==> src/rtl/pwm_ctrl_pkg.sv <==
// pwm_ctrl_pkg: shared types, level limit and clamp helper for pwm_level_ctrl.
// Rev 1.0
`default_nettype none

package pwm_ctrl_pkg;

  typedef logic [3:0] level_t;

  typedef enum logic [1:0] {
    IDLE  = 2'd0,
    UP    = 2'd1,
    DOWN  = 2'd2,
    ESTOP = 2'd3
  } ctrl_state_e;

  localparam level_t LEVEL_MAX = 4'd9;

  function automatic level_t clamp_level(input level_t req, input level_t max_lvl);
    return (req > max_lvl) ? max_lvl : req;
  endfunction

endpackage

`default_nettype wire

==> src/rtl/pwm_level_ctrl_if.sv <==
// pwm_level_ctrl_if: valid/ready remote level command channel from the master link.
// Rev 1.0
`default_nettype none

interface pwm_level_ctrl_if;
  import pwm_ctrl_pkg::*;

  logic   valid;
  level_t level;
  logic   ready;

  modport master (output valid, output level, input ready);
  modport slave  (input valid, input level, output ready);

endinterface

`default_nettype wire

==> src/rtl/ramp_divider.sv <==
// ramp_divider: counts period ticks modulo DIV; tc marks the tick that wraps the count.
// Rev 1.0
`default_nettype none

module ramp_divider #(
  parameter int DIV = 4
) (
  input  wire logic clock,
  input  wire logic reset,
  input  wire logic clear,
  input  wire logic tick,
  output logic      tc
);

  localparam int CW = (DIV > 1) ? $clog2(DIV) : 1;
  localparam logic [CW-1:0] LAST = CW'(DIV - 1);

  logic [CW-1:0] count;

  always_ff @(posedge clock or posedge reset) begin
    if (reset) begin
      count <= '0;
    end else if (clear) begin
      count <= '0;
    end else if (tick) begin
      count <= (count == LAST) ? '0 : count + 1'b1;
    end
  end

  assign tc = tick & ~clear & (count == LAST);

endmodule

`default_nettype wire

==> src/rtl/pwm_level_ctrl.sv <==
// pwm_level_ctrl: arbitrated, soft-ramped 0..MAX_LEVEL power level for PWM_Gen with emergency stop.
// Rev 1.0 - optional remote watchdog enabled by defining PWM_CTRL_WATCHDOG_EN.
`default_nettype none

module pwm_level_ctrl
  import pwm_ctrl_pkg::*;
#(
  parameter int MAX_LEVEL  = int'(LEVEL_MAX),
  parameter int RAMP_DIV   = 4
`ifdef PWM_CTRL_WATCHDOG_EN
  ,
  parameter int WDOG_TICKS = 200
`endif
) (
  input  wire logic        clock,
  input  wire logic        reset,
  input  wire logic        period_tick,
  input  wire logic        rmt_en,
  input  wire level_t      sw_level,
  pwm_level_ctrl_if.slave  rmt,
  input  wire logic        estop,
  output level_t           pwm_level,
  output logic             busy,
  output logic             at_target,
  output logic             clamp_pulse,
  output logic             wdog_trip
);

  localparam level_t MAX_L = level_t'(MAX_LEVEL);

  ctrl_state_e state;
  ctrl_state_e next_state;
  level_t      target;
  level_t      level_next;
  level_t      sw_clamped;
  level_t      rmt_clamped;
  logic        accept;
  logic        in_stop;
  logic        ramp_clear;
  logic        step;
  logic        wdog_fire;

  assign accept      = rmt.valid & rmt.ready;
  assign in_stop     = estop | (state == ESTOP);
  assign at_target   = (pwm_level == target);
  assign sw_clamped  = clamp_level(sw_level, MAX_L);
  assign rmt_clamped = clamp_level(rmt.level, MAX_L);

  // The step divider only runs while the level is away from its target.
  assign ramp_clear = in_stop | at_target;

  ramp_divider #(
    .DIV (RAMP_DIV)
  ) u_ramp (
    .clock (clock),
    .reset (reset),
    .clear (ramp_clear),
    .tick  (period_tick),
    .tc    (step)
  );

`ifdef PWM_CTRL_WATCHDOG_EN
  logic wdog_clear;
  logic wdog_tc;

  assign wdog_clear = ~rmt_en | accept | in_stop;
  assign wdog_fire  = rmt_en & wdog_tc;

  ramp_divider #(
    .DIV (WDOG_TICKS)
  ) u_wdog (
    .clock (clock),
    .reset (reset),
    .clear (wdog_clear),
    .tick  (period_tick),
    .tc    (wdog_tc)
  );

  always_ff @(posedge clock or posedge reset) begin
    if (reset) begin
      wdog_trip <= 1'b0;
    end else if (wdog_fire) begin
      wdog_trip <= 1'b1;
    end else if (accept && !estop) begin
      wdog_trip <= 1'b0;
    end
  end
`else
  assign wdog_fire = 1'b0;
  assign wdog_trip = 1'b0;
`endif

  always_comb begin
    level_next = pwm_level;
    if (step) begin
      level_next = (target > pwm_level) ? pwm_level + 4'd1 : pwm_level - 4'd1;
    end
  end

  // The step uses the target in force before this edge; a new target lands after it.
  always_ff @(posedge clock or posedge reset) begin
    if (reset) begin
      pwm_level   <= '0;
      target      <= '0;
      clamp_pulse <= 1'b0;
    end else if (estop) begin
      pwm_level   <= '0;
      target      <= '0;
      clamp_pulse <= 1'b0;
    end else begin
      pwm_level   <= level_next;
      clamp_pulse <= 1'b0;
      if (wdog_fire) begin
        target <= '0;
      end else if (!rmt_en) begin
        target      <= sw_clamped;
        clamp_pulse <= (sw_level > MAX_L) && (sw_clamped != target);
      end else if (accept) begin
        target      <= rmt_clamped;
        clamp_pulse <= (rmt.level > MAX_L);
      end
    end
  end

  always_ff @(posedge clock or posedge reset) begin
    if (reset) begin
      state <= IDLE;
    end else begin
      state <= next_state;
    end
  end

  always_comb begin
    next_state = state;
    if (estop) begin
      next_state = ESTOP;
    end else if (state == ESTOP) begin
      next_state = IDLE;
    end else if (target > level_next) begin
      next_state = UP;
    end else if (target < level_next) begin
      next_state = DOWN;
    end else begin
      next_state = IDLE;
    end
  end

  always_comb begin
    busy      = (state == UP) || (state == DOWN);
    rmt.ready = rmt_en && (state != ESTOP);
  end

endmodule

`default_nettype wire

==> src/flat_wrapper.sv <==
// flat-port wrapper written by rule: the top's interface ports become plain ports
module pwm_level_ctrl_flat import pwm_ctrl_pkg::*;
#(
  parameter int MAX_LEVEL  = int'(LEVEL_MAX),
  parameter int RAMP_DIV   = 4

)
  (clock, reset, period_tick, rmt_en, sw_level, estop, pwm_level, busy, at_target, clamp_pulse, wdog_trip, rmt_valid, rmt_level, rmt_ready);
  pwm_level_ctrl_if rmt_i ();
  input  wire logic clock;
  input  wire logic reset;
  input  wire logic period_tick;
  input  wire logic rmt_en;
  input  wire level_t sw_level;
  input  wire logic estop;
  output level_t pwm_level;
  output logic busy;
  output logic at_target;
  output logic clamp_pulse;
  output logic wdog_trip;
  input wire logic [$bits(rmt_i.valid)-1:0] rmt_valid;
  input wire logic [$bits(rmt_i.level)-1:0] rmt_level;
  output wire logic [$bits(rmt_i.ready)-1:0] rmt_ready;
  assign rmt_i.valid = rmt_valid;
  assign rmt_i.level = rmt_level;
  assign rmt_ready = rmt_i.ready;
  pwm_level_ctrl #(.MAX_LEVEL(MAX_LEVEL), .RAMP_DIV(RAMP_DIV)) u_core (.clock(clock), .reset(reset), .period_tick(period_tick), .rmt_en(rmt_en), .sw_level(sw_level), .rmt(rmt_i), .estop(estop), .pwm_level(pwm_level), .busy(busy), .at_target(at_target), .clamp_pulse(clamp_pulse), .wdog_trip(wdog_trip));
endmodule
==> config.mk <==
export PLATFORM = sky130hd
export DESIGN_NAME = pwm_level_ctrl_flat
export DESIGN_NICKNAME = d
export VERILOG_FILES = /design/src/rtl/pwm_ctrl_pkg.sv /design/src/rtl/pwm_level_ctrl_if.sv /design/src/rtl/ramp_divider.sv /design/src/rtl/pwm_level_ctrl.sv /design/src/flat_wrapper.sv
export SDC_FILE = /design/constraint.sdc
export NUM_CORES = 1
export LEC_CHECK = 0
export CAP_MARGIN = 15
export CELL_PAD_IN_SITES_DETAIL_PLACEMENT = 2
export CELL_PAD_IN_SITES_GLOBAL_PLACEMENT = 2
export CORE_ASPECT_RATIO = 1.4
export CORE_UTILIZATION = 31
export DETAILED_ROUTE_END_ITERATION = 8
export HOLD_SLACK_MARGIN = 0.03
export PLACE_DENSITY_LB_ADDON = 0.1
export SLEW_MARGIN = 20
export SYNTH_ARGS = -nofsm -noshare
export SYNTH_HDL_FRONTEND = slang
export SYNTH_SLANG_ARGS = --single-unit
==> constraint.sdc <==
create_clock -name clock -period 6.58 [get_ports clock]
set_input_delay 1.645 -clock clock [delete_from_list [all_inputs] [get_ports clock]]
set_output_delay 1.645 -clock clock [all_outputs]
set_load 0.005 [all_outputs]
==> run metrics <==
1st-iter DRT viols 16; clock tree from TritonCTS done; maximum count of clock buffers along a single path 2; Top delay family on crit path buffers and inverters; combined area of all synthesized cells just under 0.001 sq mm; Slowest cell on crit path sky130_fd_sc_hd__clkdlybuf4s50_1; Max Freq about 210 MHz; worst voltage drop across the vdd grid 0.08768 mV; net count reported at finish ~160; residual overflow from global routing 0; number of top-level pins 23; non-filler instance count after layout 164; DRC 0; Gate Count Post-Synth roughly 110; internal power contribution around 0.16 mW; row count 23; hold violation count in the final report 0; most frequent standard cell in the layout excluding fill and tap cells sky130_fd_sc_hd__clkdlybuf4s50_1; area of the placeable core 0.002907 sq mm; number of buffers added to fix hold violations after cts 0; count of buffering cells on the critical path with inverters included 2; top post-synthesis cells by area sky130_fd_sc_hd__dfrtp_1, sky130_fd_sc_hd__ha_1, sky130_fd_sc_hd__nor2_1; total chip power about 0.23 mW; vias after detailed routing around 860; total wire length after detailed routing 2.803 mm; path category of the worst min-delay check register to register; unrepaired setup endpoints after global routing false; post-synth top area share approximately a third; post-detailed-route wirelength per cell 17.09 microns; worst-path maximum fanout 13; vias in the first global route 998; Total Negative Setup Slacks 0 ns; Synth Register Bits 13; required arrival time at the worst endpoint 4.93 ns; critical path launch point type input pin; global-route track usage on met2 around two fifths; number of maximum-capacitance violations 0; number of inserted filler cells in the final layout 334; Sw Pwr between 0.07 and 0.08 mW; part of the cycle the worst path needs a little under three quarters; global routing usage on met3 around 2%; average footprint of a synthesized cell 9.175 sq um; distinct cell type count of the synthesized netlist 32; combinational power share 29.2%; relative contribution of the clock network to total power 32.1%; number of slew-limit violations in the final report 0; library cell occupying the most area in the post-synthesis netlist sky130_fd_sc_hd__dfrtp_1; setup violators final 0; fraction of final layout cells with drive strength greater than 1 under 10%; cell-by-cell trace of the critical path clkdlybuf4s50_1, nor2b_1, clkdlybuf4s50_1; headroom to the max-slew limit between 60 and 70%; clock latency at the later pin of the worst-skew pair 0.25 ns; Final Wtd Congestion around 0.76; worst clock skew on the final layout approximately 0.0096 ns; Slew @ Worst Pin ~0.55 ns; die height between 60 and 70 microns; delay of the slowest cell on the worst path roughly 0.71 ns; detail-routed via count per cell between 5 and 6; most frequent cell on the critical path sky130_fd_sc_hd__clkdlybuf4s50_1; antenna violations before repair 0; number of sinks driven by the clock tree 13; YS warnings 0; GRT Overall Usage between 10% and 20%; H-tree level count 1; most utilized layer in the global route result met2; area of the die 0.003338 sq mm; Power Density approximately 180 mW/mm^2; starting density of the core roughly a third; net count of the mapped netlist 132; switching share of total power a little under a third; maximum number of pins on one net before global-route repair 14; crit end category output pin; worst hold margin 0.5840 ns; global-route wire length before repair approximately 4.6 mm; count of TritonRoute iterations in the first routing pass 4; commonest cells after routing, fill and taps aside sky130_fd_sc_hd__clkdlybuf4s50_1, sky130_fd_sc_hd__nor2_1, sky130_fd_sc_hd__dfrtp_1; post-placement cell count 160; classification of the worst setup path input pin to output pin; min Tclk post-route 4.732 ns; number of buffers inserted by port buffering 21; Inserted Clock Buffers 3; antenna cells 0; Arrival @ worst endpoint 3.09 ns; HPWL after detailed placement between 2 and 2.5 mm; status finished, final reports clean; Clock Pin Slew Worst Setup and Hold Paths 0.07 ns; Layout Utilization between 40% and 50%; Flop pwr share ~39%; Die X 49.12 microns; share of synthesized area occupied by flip-flops and latches about a third; growth of design area from synthesis to finish 29.87%; static power due to leakage about 0.56 nW; CTS root buffer sky130_fd_sc_hd__clkbuf_8; Post CTS Setup Buffer Count 0; cts repair resizes 0; remaining number of nets flagged by the antenna check after routing 0; met1 demand-to-capacity share in global routing approximately 17%
-- tightest hold or removal path: cells and delay by family (launching register included) --
family	cells	cell delay [ns]
DFF	1	0.37
AOI/OAI and AO/OA	1	0.07
and+or+nand+nor	1	0.09
-- flip-flops by register name, summed over array words and instances (netlist names) --
| name | count |
|---|---|
| u_core.pwm_level | 4 |
| u_core.target | 4 |
| u_core.state | 2 |
| u_core.u_ramp.count | 2 |
| u_core.clamp_pulse | 1 |
-- path summary, 6_finish.rpt --
path,slack (ns),to,depth (start not counted),startpoint
worst max-delay path,1.85,rmt_ready,3,rmt_en
worst min-delay path,0.58,u_core.u_ramp.count[0]$_DFFE_PP0P_,2,u_core.u_ramp.count[0]$_DFFE_PP0P_
worst max register to register,2.84,u_core.state[1]$_DFF_PP0_,16,u_core.pwm_level[1]$_DFF_PP0_
worst min register to register,0.58,u_core.u_ramp.count[0]$_DFFE_PP0P_,2,u_core.u_ramp.count[0]$_DFFE_PP0P_
max in group asynchronous,4.47,u_core.pwm_level[2]$_DFF_PP0_,2,reset
min in group asynchronous,1.75,u_core.u_ramp.count[0]$_DFFE_PP0P_,2,reset
-- cell families (layout without fill, tap and decap cells) --
group | count (synthesis) | count (layout) | synth area share, %
flip-flops | 13 | 13 | 33.77
multiplexers | 2 | 2 | 2.078
AO/OA/AOI/OAI | 27 | 27 | 17.79
buffers and inverters | 14 | 36 | 5.845
other | 1 | 1 | 0.3892
AND/OR/NAND/NOR | 33 | 33 | 20.65
XOR/XNOR | 2 | 2 | 1.819
adder cells (fa/ha/maj) | 13 | 13 | 17.66
-- cells in the mapped netlist --
cell                       number
sky130_fd_sc_hd__dfrtp_1       13
sky130_fd_sc_hd__nor2_1        13
sky130_fd_sc_hd__ha_1          12
sky130_fd_sc_hd__inv_1         11
sky130_fd_sc_hd__a21oi_1        9
sky130_fd_sc_hd__nand2_1        5
sky130_fd_sc_hd__a211oi_1       4
sky130_fd_sc_hd__o21ai_0        4
sky130_fd_sc_hd__a21o_1         3
sky130_fd_sc_hd__nor2b_1        3
sky130_fd_sc_hd__a31oi_1        2
sky130_fd_sc_hd__clkbuf_1       2
sky130_fd_sc_hd__mux2i_1        2
sky130_fd_sc_hd__nand3_1        2
sky130_fd_sc_hd__nand4_4        2
sky130_fd_sc_hd__nor3b_1        2
sky130_fd_sc_hd__a311oi_1       1
sky130_fd_sc_hd__a32oi_1        1
sky130_fd_sc_hd__a41oi_1        1
sky130_fd_sc_hd__and2_1         1
sky130_fd_sc_hd__and4b_1        1
sky130_fd_sc_hd__buf_4          1
sky130_fd_sc_hd__conb_1         1
sky130_fd_sc_hd__fa_1           1
sky130_fd_sc_hd__nand2b_1       1
sky130_fd_sc_hd__nor2_4         1
sky130_fd_sc_hd__nor3_1         1
sky130_fd_sc_hd__o211ai_1       1
sky130_fd_sc_hd__o21bai_1       1
sky130_fd_sc_hd__or3_1          1
sky130_fd_sc_hd__xnor2_1        1
sky130_fd_sc_hd__xor2_1         1
-- power by group through the flow --
stage | Combinational (mW) | Sequential [mW] | Clock, mW
floorplan | 0.0396 | 0.0887 | 0
global placement | 0.0624 | 0.0899 | 0
detailed placement | 0.0673 | 0.0902 | 0
CTS | 0.0684 | 0.0888 | 0.0751
global route | 0.0742 | 0.0894 | 0.0803
finish | 0.0671 | 0.0887 | 0.0735
-- per-layer routing --
| metal | wire length, microns | vias to the layer above |
|---|---|---|
| met4 | 92 | 0 |
| met3 | 32 | 6 |
| met1 | 1006 | 424 |
| li1 | - | 414 |
| met5 | 0 | - |
| met2 | 1673 | 19 |
-- stage by stage --
| step | setup WS [ns] | instance area [sq um] |
|---|---|---|
| after global routing | 1.758 | 1251 |
| final | 1.848 | 1251 |
| after CTS | 1.841 | 1251 |
| after detailed placement | 1.844 | 1205 |
| after global placement | 1.891 | 1205 |
| after floorplan | 2.861 | 963.4 |
-- final cells by class --
cell class              count  area (sq um)  area share, %
clock buffers               3         41.29          3.300
clock inverters             1         5.005         0.4000
inverters                  11         41.29          3.300
multi-input cells          78         581.8          46.50
flip-flops and latches     13         325.3          26.00
well taps                  37         46.29          3.700
repair buffers             21         210.2          16.80
Note: power is estimated with default switching activity, not from simulation.
